### config.mk
export PLATFORM = sky130hd
export DESIGN_NAME = iterative_shift_unit_flat
export DESIGN_NICKNAME = d
export VERILOG_FILES = /design/src/rtl/shift_pkg.sv /design/src/rtl/iterative_shift_unit_if.sv /design/src/rtl/shift_step.sv /design/src/rtl/iterative_shift_unit.sv /design/src/flat_wrapper.sv
export SDC_FILE = /design/constraint.sdc
export NUM_CORES = 1
export LEC_CHECK = 0
export BUFFER_PORTS_ARGS = -buffer_cell sky130_fd_sc_hd__buf_4
export CAP_MARGIN = 20
export CORE_MARGIN = 8
export CORE_UTILIZATION = 52
export DETAILED_ROUTE_END_ITERATION = 7
export PLACE_DENSITY = 0.79
export SYNTH_ARGS = -nofsm -noshare
export SYNTH_HDL_FRONTEND = slang
export SYNTH_SLANG_ARGS = --single-unit
export TNS_END_PERCENT = 20
### constraint.sdc
create_clock -name Clk -period 2.4 [get_ports Clk]
set_clock_uncertainty 0.2 [all_clocks]
set_input_delay 0.36 -clock Clk [delete_from_list [all_inputs] [get_ports Clk]]
set_output_delay 0.36 -clock Clk [all_outputs]
set_load 0.01 [all_outputs]
### src/rtl/shift_pkg.sv
// Shared types for the iterative shifter: op encodings, FSM states,
// and the per-cycle step clamp.
package shift_pkg;

    typedef enum logic [1:0] {
        OP_SLL  = 2'b00,
        OP_SRL  = 2'b01,
        OP_SRA  = 2'b10,
        OP_ROTR = 2'b11
    } op_e;

    typedef enum logic [1:0] {
        IDLE  = 2'b00,
        SHIFT = 2'b01,
        DONE  = 2'b10
    } state_e;

    // Bits to shift this cycle: never more than what is left.
    function automatic int unsigned clamp_step(
        input int unsigned rem,
        input int unsigned step
    );
        return (rem < step) ? rem : step;
    endfunction

endpackage

### src/rtl/iterative_shift_unit_if.sv
// EX-stage shifter request/response bundle.
// master: pipeline side (start/flush/op/operand/shamt_ext out;
//   busy/stall_req/done/result/amt_ovf in). slave: the shifter.
interface iterative_shift_unit_if
    import shift_pkg::*;
#(
    parameter int DATA_W = 32
);
    logic              start;
    logic              flush;
    op_e               op;
    logic [DATA_W-1:0] operand;
    logic [DATA_W-1:0] shamt_ext;
    logic              busy;
    logic              stall_req;
    logic              done;
    logic [DATA_W-1:0] result;
    logic              amt_ovf;

    modport master (
        output start, flush, op, operand, shamt_ext,
        input  busy, stall_req, done, result, amt_ovf
    );

    modport slave (
        input  start, flush, op, operand, shamt_ext,
        output busy, stall_req, done, result, amt_ovf
    );
endinterface

### src/rtl/shift_step.sv
// Combinational single step: shifts acc by k (k <= STEP) per op.
// Ports: acc, op, k in; res out. ROTR only with SHIFT_ROTR_EN.
module shift_step
    import shift_pkg::*;
#(
    parameter int DATA_W  = 32,
    parameter int SHAMT_W = 5
) (
    input  logic [DATA_W-1:0]  acc,
    input  op_e                op,
    input  logic [SHAMT_W-1:0] k,
    output logic [DATA_W-1:0]  res
);
    always_comb begin
        res = acc >> k;
        case (op)
            OP_SLL:  res = acc << k;
            OP_SRA:  res = $signed(acc) >>> k;
`ifdef SHIFT_ROTR_EN
            // k==0 gives acc<<DATA_W == 0, so the OR is harmless.
            OP_ROTR: res = (acc >> k)
                         | (acc << (DATA_W - int'(k)));
`endif
            default: res = acc >> k;
        endcase
    end
endmodule

### src/rtl/iterative_shift_unit.sv
// Multi-cycle SLL/SRL/SRA(/ROTR with SHIFT_ROTR_EN) shifter for EX.
// Ports: Clk, Rst_n, bus (slave): start/flush/op/operand/shamt_ext in,
//   busy/stall_req/done/result/amt_ovf out.
module iterative_shift_unit
    import shift_pkg::*;
#(
    parameter int DATA_W  = 32,
    parameter int SHAMT_W = 5,
    parameter int STEP    = 1
) (
    input  logic                  Clk,
    input  logic                  Rst_n,
    iterative_shift_unit_if.slave bus
);
    state_e             state_q, state_d;
    logic [DATA_W-1:0]  acc_q;
    logic [DATA_W-1:0]  result_q;
    logic [DATA_W-1:0]  step_res;
    op_e                op_q;
    logic [SHAMT_W-1:0] rem_q;
    logic [SHAMT_W-1:0] k;
    logic               done_q;
    logic               ovf_q;
    logic               accept;

    assign accept = (state_q == IDLE) & bus.start & ~bus.flush;
    assign k = SHAMT_W'(clamp_step(32'(rem_q), STEP));

    shift_step #(
        .DATA_W  (DATA_W),
        .SHAMT_W (SHAMT_W)
    ) u_step (
        .acc (acc_q),
        .op  (op_q),
        .k   (k),
        .res (step_res)
    );

    always_ff @(posedge Clk or negedge Rst_n) begin
        if (!Rst_n) begin
            state_q  <= IDLE;
            acc_q    <= '0;
            result_q <= '0;
            op_q     <= OP_SLL;
            rem_q    <= '0;
            done_q   <= 1'b0;
            ovf_q    <= 1'b0;
        end else begin
            state_q <= state_d;
            done_q  <= 1'b0;
            case (state_q)
                IDLE: begin
                    if (accept) begin
                        acc_q <= bus.operand;
                        op_q  <= bus.op;
                        rem_q <= bus.shamt_ext[SHAMT_W-1:0];
                        ovf_q <= |bus.shamt_ext[DATA_W-1:SHAMT_W];
                    end
                end
                SHIFT: begin
                    if (!bus.flush && rem_q != '0) begin
                        acc_q <= step_res;
                        rem_q <= rem_q - k;
                    end
                end
                DONE: begin
                    // Registered so result and done appear together.
                    if (!bus.flush) begin
                        result_q <= acc_q;
                        done_q   <= 1'b1;
                    end
                end
                default: ;
            endcase
        end
    end

    always_comb begin
        state_d = state_q;
        case (state_q)
            IDLE: begin
                if (accept) state_d = SHIFT;
            end
            SHIFT: begin
                if (bus.flush)        state_d = IDLE;
                else if (rem_q == '0) state_d = DONE;
            end
            DONE:    state_d = IDLE;
            default: state_d = IDLE;
        endcase
    end

    assign bus.busy      = (state_q == SHIFT);
    assign bus.stall_req = ((state_q == IDLE) & bus.start)
                         | (state_q == SHIFT);
    assign bus.done      = done_q;
    assign bus.result    = result_q;
    assign bus.amt_ovf   = ovf_q;
endmodule

### src/flat_wrapper.sv
// flat-port wrapper written by rule: the top's interface ports become plain ports
module iterative_shift_unit_flat import shift_pkg::*;
#(
    parameter int DATA_W  = 32,
    parameter int SHAMT_W = 5,
    parameter int STEP    = 1
)
  (Clk, Rst_n, bus_start, bus_flush, bus_op, bus_operand, bus_shamt_ext, bus_busy, bus_stall_req, bus_done, bus_result, bus_amt_ovf);
  iterative_shift_unit_if #(.DATA_W(DATA_W)) bus_i ();
  input  logic Clk;
  input  logic Rst_n;
  input wire logic [$bits(bus_i.start)-1:0] bus_start;
  input wire logic [$bits(bus_i.flush)-1:0] bus_flush;
  input wire logic [$bits(bus_i.op)-1:0] bus_op;
  input wire logic [$bits(bus_i.operand)-1:0] bus_operand;
  input wire logic [$bits(bus_i.shamt_ext)-1:0] bus_shamt_ext;
  output wire logic [$bits(bus_i.busy)-1:0] bus_busy;
  output wire logic [$bits(bus_i.stall_req)-1:0] bus_stall_req;
  output wire logic [$bits(bus_i.done)-1:0] bus_done;
  output wire logic [$bits(bus_i.result)-1:0] bus_result;
  output wire logic [$bits(bus_i.amt_ovf)-1:0] bus_amt_ovf;
  assign bus_i.start = bus_start;
  assign bus_i.flush = bus_flush;
  assign bus_i.op = bus_op;
  assign bus_i.operand = bus_operand;
  assign bus_i.shamt_ext = bus_shamt_ext;
  assign bus_busy = bus_i.busy;
  assign bus_stall_req = bus_i.stall_req;
  assign bus_done = bus_i.done;
  assign bus_result = bus_i.result;
  assign bus_amt_ovf = bus_i.amt_ovf;
  iterative_shift_unit #(.DATA_W(DATA_W), .SHAMT_W(SHAMT_W), .STEP(STEP)) u_core (.Clk(Clk), .Rst_n(Rst_n), .bus(bus_i));
endmodule
Word level (Yosys, flattened, before mapping) --
Cells that the tools add are included.
Storage, ports and cells: flip-flop bits (word level) 75, word-level logic and storage cells 48
Operators by class: add/sub/neg operators 1, order comparisons 1, equality and inequality tests 6, shift-type cells 3, muxes and demuxes 14, bitwise logic cells 4, reduce and logical (&&, ||, !) cells 12
Operators with widths (number):
- 32-bit one-hot mux with 2 select lines | 2
- 32-bit two-way mux | 2
- 32-bit by 5-bit << shifter with 32-bit output | 1
- 32-bit by 5-bit >> shifter with 32-bit output | 1
- 32-bit by 5-bit >>> shifter with 32-bit output | 1
- 27-bit OR reduction | 1
- 5-bit two-way mux | 3
- 5-bit one-hot mux with 2 select lines | 1
- 2-bit two-way mux | 3
- 2-bit AND reduction | 3
- 5-bit zero test | 1
- 5-bit by 1-bit less-than comparator with 1-bit output, second input constant | 1
- 5-bit nonzero test | 1
- 5-bit subtractor | 1
- 2-bit equality test, second input constant | 2
- 2-bit zero test | 2
- 2-bit by 1-bit inequality test with 1-bit output, second input constant | 2
- 2-bit one-hot mux with 2 select lines | 1
- 3-bit by 2-bit inequality test with 1-bit output, second input constant | 1
- 3-bit AND reduction | 1
- 1-bit bitwise AND | 2
- 2-bit by 1-bit equality test with 1-bit output, second input constant | 1
- 1-bit two-way mux | 2
- 2-bit nonzero test | 1
- other kinds (4) | 4

Longest topological paths before layout --
depth in word-level cells 6, gate-level depth with buffers 7, depth with buffers taken out 6

By module --
A second synthesis with hierarchy kept.
Unflattened totals: cells, all modules 812, area, all modules 7613.6 um^2
Modules (own cells, without submodules):
- shift_step | times used 1, cells each 510, area an instance 4112.7 um^2, seq. area each 0.0 um^2
- iterative_shift_unit | times used 1, cells each 302, area an instance 3500.9 um^2, seq. area each 1876.8 um^2

Least setup slack after synthesis --
No wires, ideal clock.
path type register to register, start point register u_core.rem_q[2], end point register u_core.acc_q[0], data arrival time 1674 ps, required time 2075 ps, setup slack 401 ps, stages on the path, launching flop included 7, period minus slack after synthesis 1999 ps, path through dfrtp_1 > or3_4 > o211a_4 > nor2_8 > inv_4 > buf_6 > mux2_4
Between the ends: longest elaborated chain between the ends 6
RTL lines:
- start: declaration | line iterative_shift_unit.sv:20 | logic [SHAMT_W-1:0] rem_q;
- start signal: assignment | line iterative_shift_unit.sv:56 | rem_q <= bus.shamt_ext[SHAMT_W-1:0];
- start signal: assignment | line iterative_shift_unit.sv:63 | rem_q <= rem_q - k;
- 5-bit by 1-bit less-than comparator with 1-bit output | line shift_pkg.sv:23 | return (rem < step) ? rem : step;
- 5-bit two-way mux | line shift_pkg.sv:23
- 32-bit by 5-bit >> shifter with 32-bit output, or another cell as far along
- 32-bit one-hot mux with 2 select lines | line shift_step.sv:16 | case (op)
- 32-bit two-way mux | line iterative_shift_unit.sv:61 | if (!bus.flush && rem_q != '0) begin
- 32-bit one-hot mux with 2 select lines | line iterative_shift_unit.sv:51 | case (state_q)
- end signal: assignment | line iterative_shift_unit.sv:54 | acc_q <= bus.operand;
- end signal: assignment | line iterative_shift_unit.sv:62 | acc_q <= step_res;
- end: declaration | line iterative_shift_unit.sv:16 | logic [DATA_W-1:0] acc_q;
Several ways; a longest one is shown, not always the timed one. The select of a mux whose other input is x is not followed. A chain may end at the register's enable or synchronous reset.

Final worst setup path --
start point register u_core.rem_q[3], end point register u_core.acc_q[15]
Same word-level chain as after synthesis.

==> impl_metrics.toml <==
[power]
power_density_nw_per_um2 = 1030
p_comb_share_pct = 36.1
sw_frac_of_total_pct = 33.3
finalPower_uw = 5080
switchingPower_uw = 1690
p_leak_uw = 0.00241
power.share.sequential_pct = 43.1
vdd_drop_max_v = 0.000442
p_int_uw = 3390
clockPowerShare_pct = 20.8

[outcome]
outcome = "finished, final reports clean"

[timing]
tightest_slew_ns = 0.599
slew_headroom_pct = 60.0
fin_crit_sh_pct = 91.5
max_freq_mhz = 455
setup_tns_ns = 0
final_hold_viol_count = 0
period_needed_ns = 2.20
rsz0062_at_grt = "false"
slew_viol_final = 0
setup_violations = 0

[synth]
syn_nets = 384
async_flop_share_pct = 100
synth_cells = 313
synth_edf_count = 0
ys_ff_latch = 75
yosysUniqueCellTypes = 39
ys_seq_area_share_pct = 49.3
yosys_warnings = 0
syn_avg_cell_area_sq_um = 12.2
synth_area_sq_um = 3810
synthFlopType = "dfrtp_1"

[global_route]
antenna_found_initial = 0
overflow = 0
grt_pass1_vias = 3057
grt_max_degree = 42
grt_pass1_wl_um = 15400
grt_use_total_pct = 18.9

[die]
die_h_um = 102
die_w_um = 102
die_area_sq_um = 10300
rows = 31
core_sq_um = 7180
start_util_pct = 53.1
ios = 106

[detailed_routing]
drc = 0
wire_per_inst_um = 17.8
wl_um = 9350
vias = 2831
first_pass_iters = 6
vias_per_cell = 5.40
dr.first_iter.drc_count = 141
final_antenna_net_count = 0

[critical_path]
reg2reg_from = "u_core.rem_q[3]"
crit_type = "register to register"
ff2ff_setup_slack_ns = 0.20
cp.arrival_ns = 2.23
required_ns = 2.43
cp-end-kind = "register"
critPathMaxFanout = 36
rr_worst_depth = 5
critPathLaunchType = "register"
r2r-end = "u_core.acc_q[15]"

[cells_and_area]
finalInstanceArea_sq_um = 4940
antenna_cells = 0
syn2layout_area_growth_pct = 29.7
final_net_count = 492
drive_gt1_share_pct = 46.8

[cts]
clock_latency_ns = 0.35
clockBufferDepth = 2
root_buffer = "clkbuf_8"
clkTransAtPathRegs_ns = 0.08
cts.sinks = 75
h-tree-depth = 3
cts_buffers = 9
cts_resized = 0
postCtsSetupRepairBufs = 0
cts_tree = "built"
holdBufCountCts = 1

[min_path]
min_to = "u_core.state_q[1]"
worstHoldPathType = "input port to register"
hold_depth = 2
min_from = "bus_flush"

[flow_run]
maxCapViolCount = 0

[placement]
dpl_cell_area_sq_um = 4720
place_hpwl_um = 6640
gp_congestion = 0.842
port_buffers = 105
## layout make-up
| class | count | area, sq um |
|---|---|---|
| clock buffer | 9 | 124 |
| clock inverter | 6 | 90.1 |
| fill | 550 | 2230 |
| inverter | 6 | 25.0 |
| multi-input combinational | 212 | 1810 |
| sequential | 75 | 1880 |
| tap | 99 | 124 |
| timing repair buffer | 117 | 893 |
## worst max-delay path, stage by stage, from the launching register on
cell and delay [ns]:
dfrtp_1 0.42, or3_4 0.42, o211a_4 0.30, nor2_8 0.11, inv_4 0.22, mux2_1 0.40
## placed cells by master (no fill, tap or decap), types with 4 or more instances in the layout
cell      count
buf_4       115
dfrtp_1      75
mux2_2       33
mux2i_1      30
mux2_4       26
nor2_1       21
o21ai_0      21
nand2_1      19
a31oi_1      17
clkbuf_8      9
nor4_1        7
mux2_1        6
inv_1         5
nor3_1        4
o22ai_1       4
## worst max-delay path by stage
| stage | cells after the start | endpoint | start | slack [ns] |
|---|---|---|---|---|
| finish | 5 | u_core.acc_q[15] | u_core.rem_q[3] | 0.20 |
| global route | 5 | bus_busy | u_core.state_q[0] | 0.13 |
| CTS | 5 | u_core.acc_q[15] | u_core.rem_q[3] | 0.21 |
| detailed placement | 6 | u_core.acc_q[15] | bus_flush | 0.23 |
| global placement | 6 | u_core.acc_q[15] | bus_flush | 0.27 |
| floorplan | 6 | u_core.acc_q[0] | u_core.rem_q[2] | 0.40 |
## synth_stat cells, types with 2 or more instances
| library cell | instances | area, sq um |
|---|---|---|
| a21oi_1 | 2 | 10.0 |
| a31oi_1 | 17 | 106 |
| buf_1 | 2 | 7.51 |
| buf_2 | 6 | 30.0 |
| buf_6 | 4 | 45.0 |
| clkbuf_1 | 8 | 30.0 |
| dfrtp_1 | 75 | 1880 |
| inv_1 | 5 | 18.8 |
| mux2_1 | 6 | 67.6 |
| mux2_2 | 33 | 372 |
| mux2_4 | 26 | 390 |
| mux2i_1 | 30 | 300 |
| nand2_1 | 19 | 71.3 |
| nor2_1 | 22 | 82.6 |
| nor3_1 | 4 | 20.0 |
| nor4_1 | 7 | 43.8 |
| o21ai_0 | 21 | 105 |
| o22ai_1 | 4 | 25.0 |
| o2bb2ai_1 | 2 | 17.5 |
## power groups by stage
stage | registers (uW) | clock network (uW) | logic, uW
2_1_floorplan | 2110 | 0 | 1240
3_3_place_gp | 2170 | 0 | 1760
3_5_place_dp | 2200 | 0 | 1830
4_1_cts | 2180 | 1070 | 1850
5_1_grt | 2260 | 1130 | 2000
6_report | 2190 | 1060 | 1830
## per-layer routing
| layer | GRT usage [%] | part of all wire [%] | vias to the layer above |
|---|---|---|---|
| li1 | - | - | 1359 |
| met1 | 23.7 | 44 | 1403 |
| met2 | 31.6 | 50 | 58 |
| met3 | 3.44 | 4.1 | 11 |
| met4 | 6.99 | 1.4 | 0 |
| met5 | 0 | 0 | - |
## metrics by stage
| step | setup slack [ns] | hold WS [ns] | std cells | util (%) |
|---|---|---|---|---|
| after floorplan | 0.401 | -0.136 | 313 | - |
| after global placement | 0.275 | 0.149 | 508 | 65.7 |
| after detailed placement | 0.228 | 0.156 | 508 | 65.7 |
| after CTS | 0.210 | 0.0228 | 524 | 68.9 |
| after global routing | 0.129 | 0.0296 | 524 | 68.9 |
| final | 0.203 | 0.0346 | 524 | 68.9 |
## cell families after synthesis
kind of cell	after synthesis	synth area share, %
mux	95	29.7
flops	75	49.3
simple gates	64	8.61
compound gates	52	8.51
buf+inv	26	3.61
fa+ha+maj	1	0.328
## flip-flops by register name (all words and copies together), names as in the netlist
register,flops
u_core.op_q,2
u_core.state_q,2
u_core.bus.result,32
u_core.acc_q,32
u_core.bus.amt_ovf,1
u_core.rem_q,5
u_core.bus.done,1
Note: power is estimated with default switching activity, not from simulation.
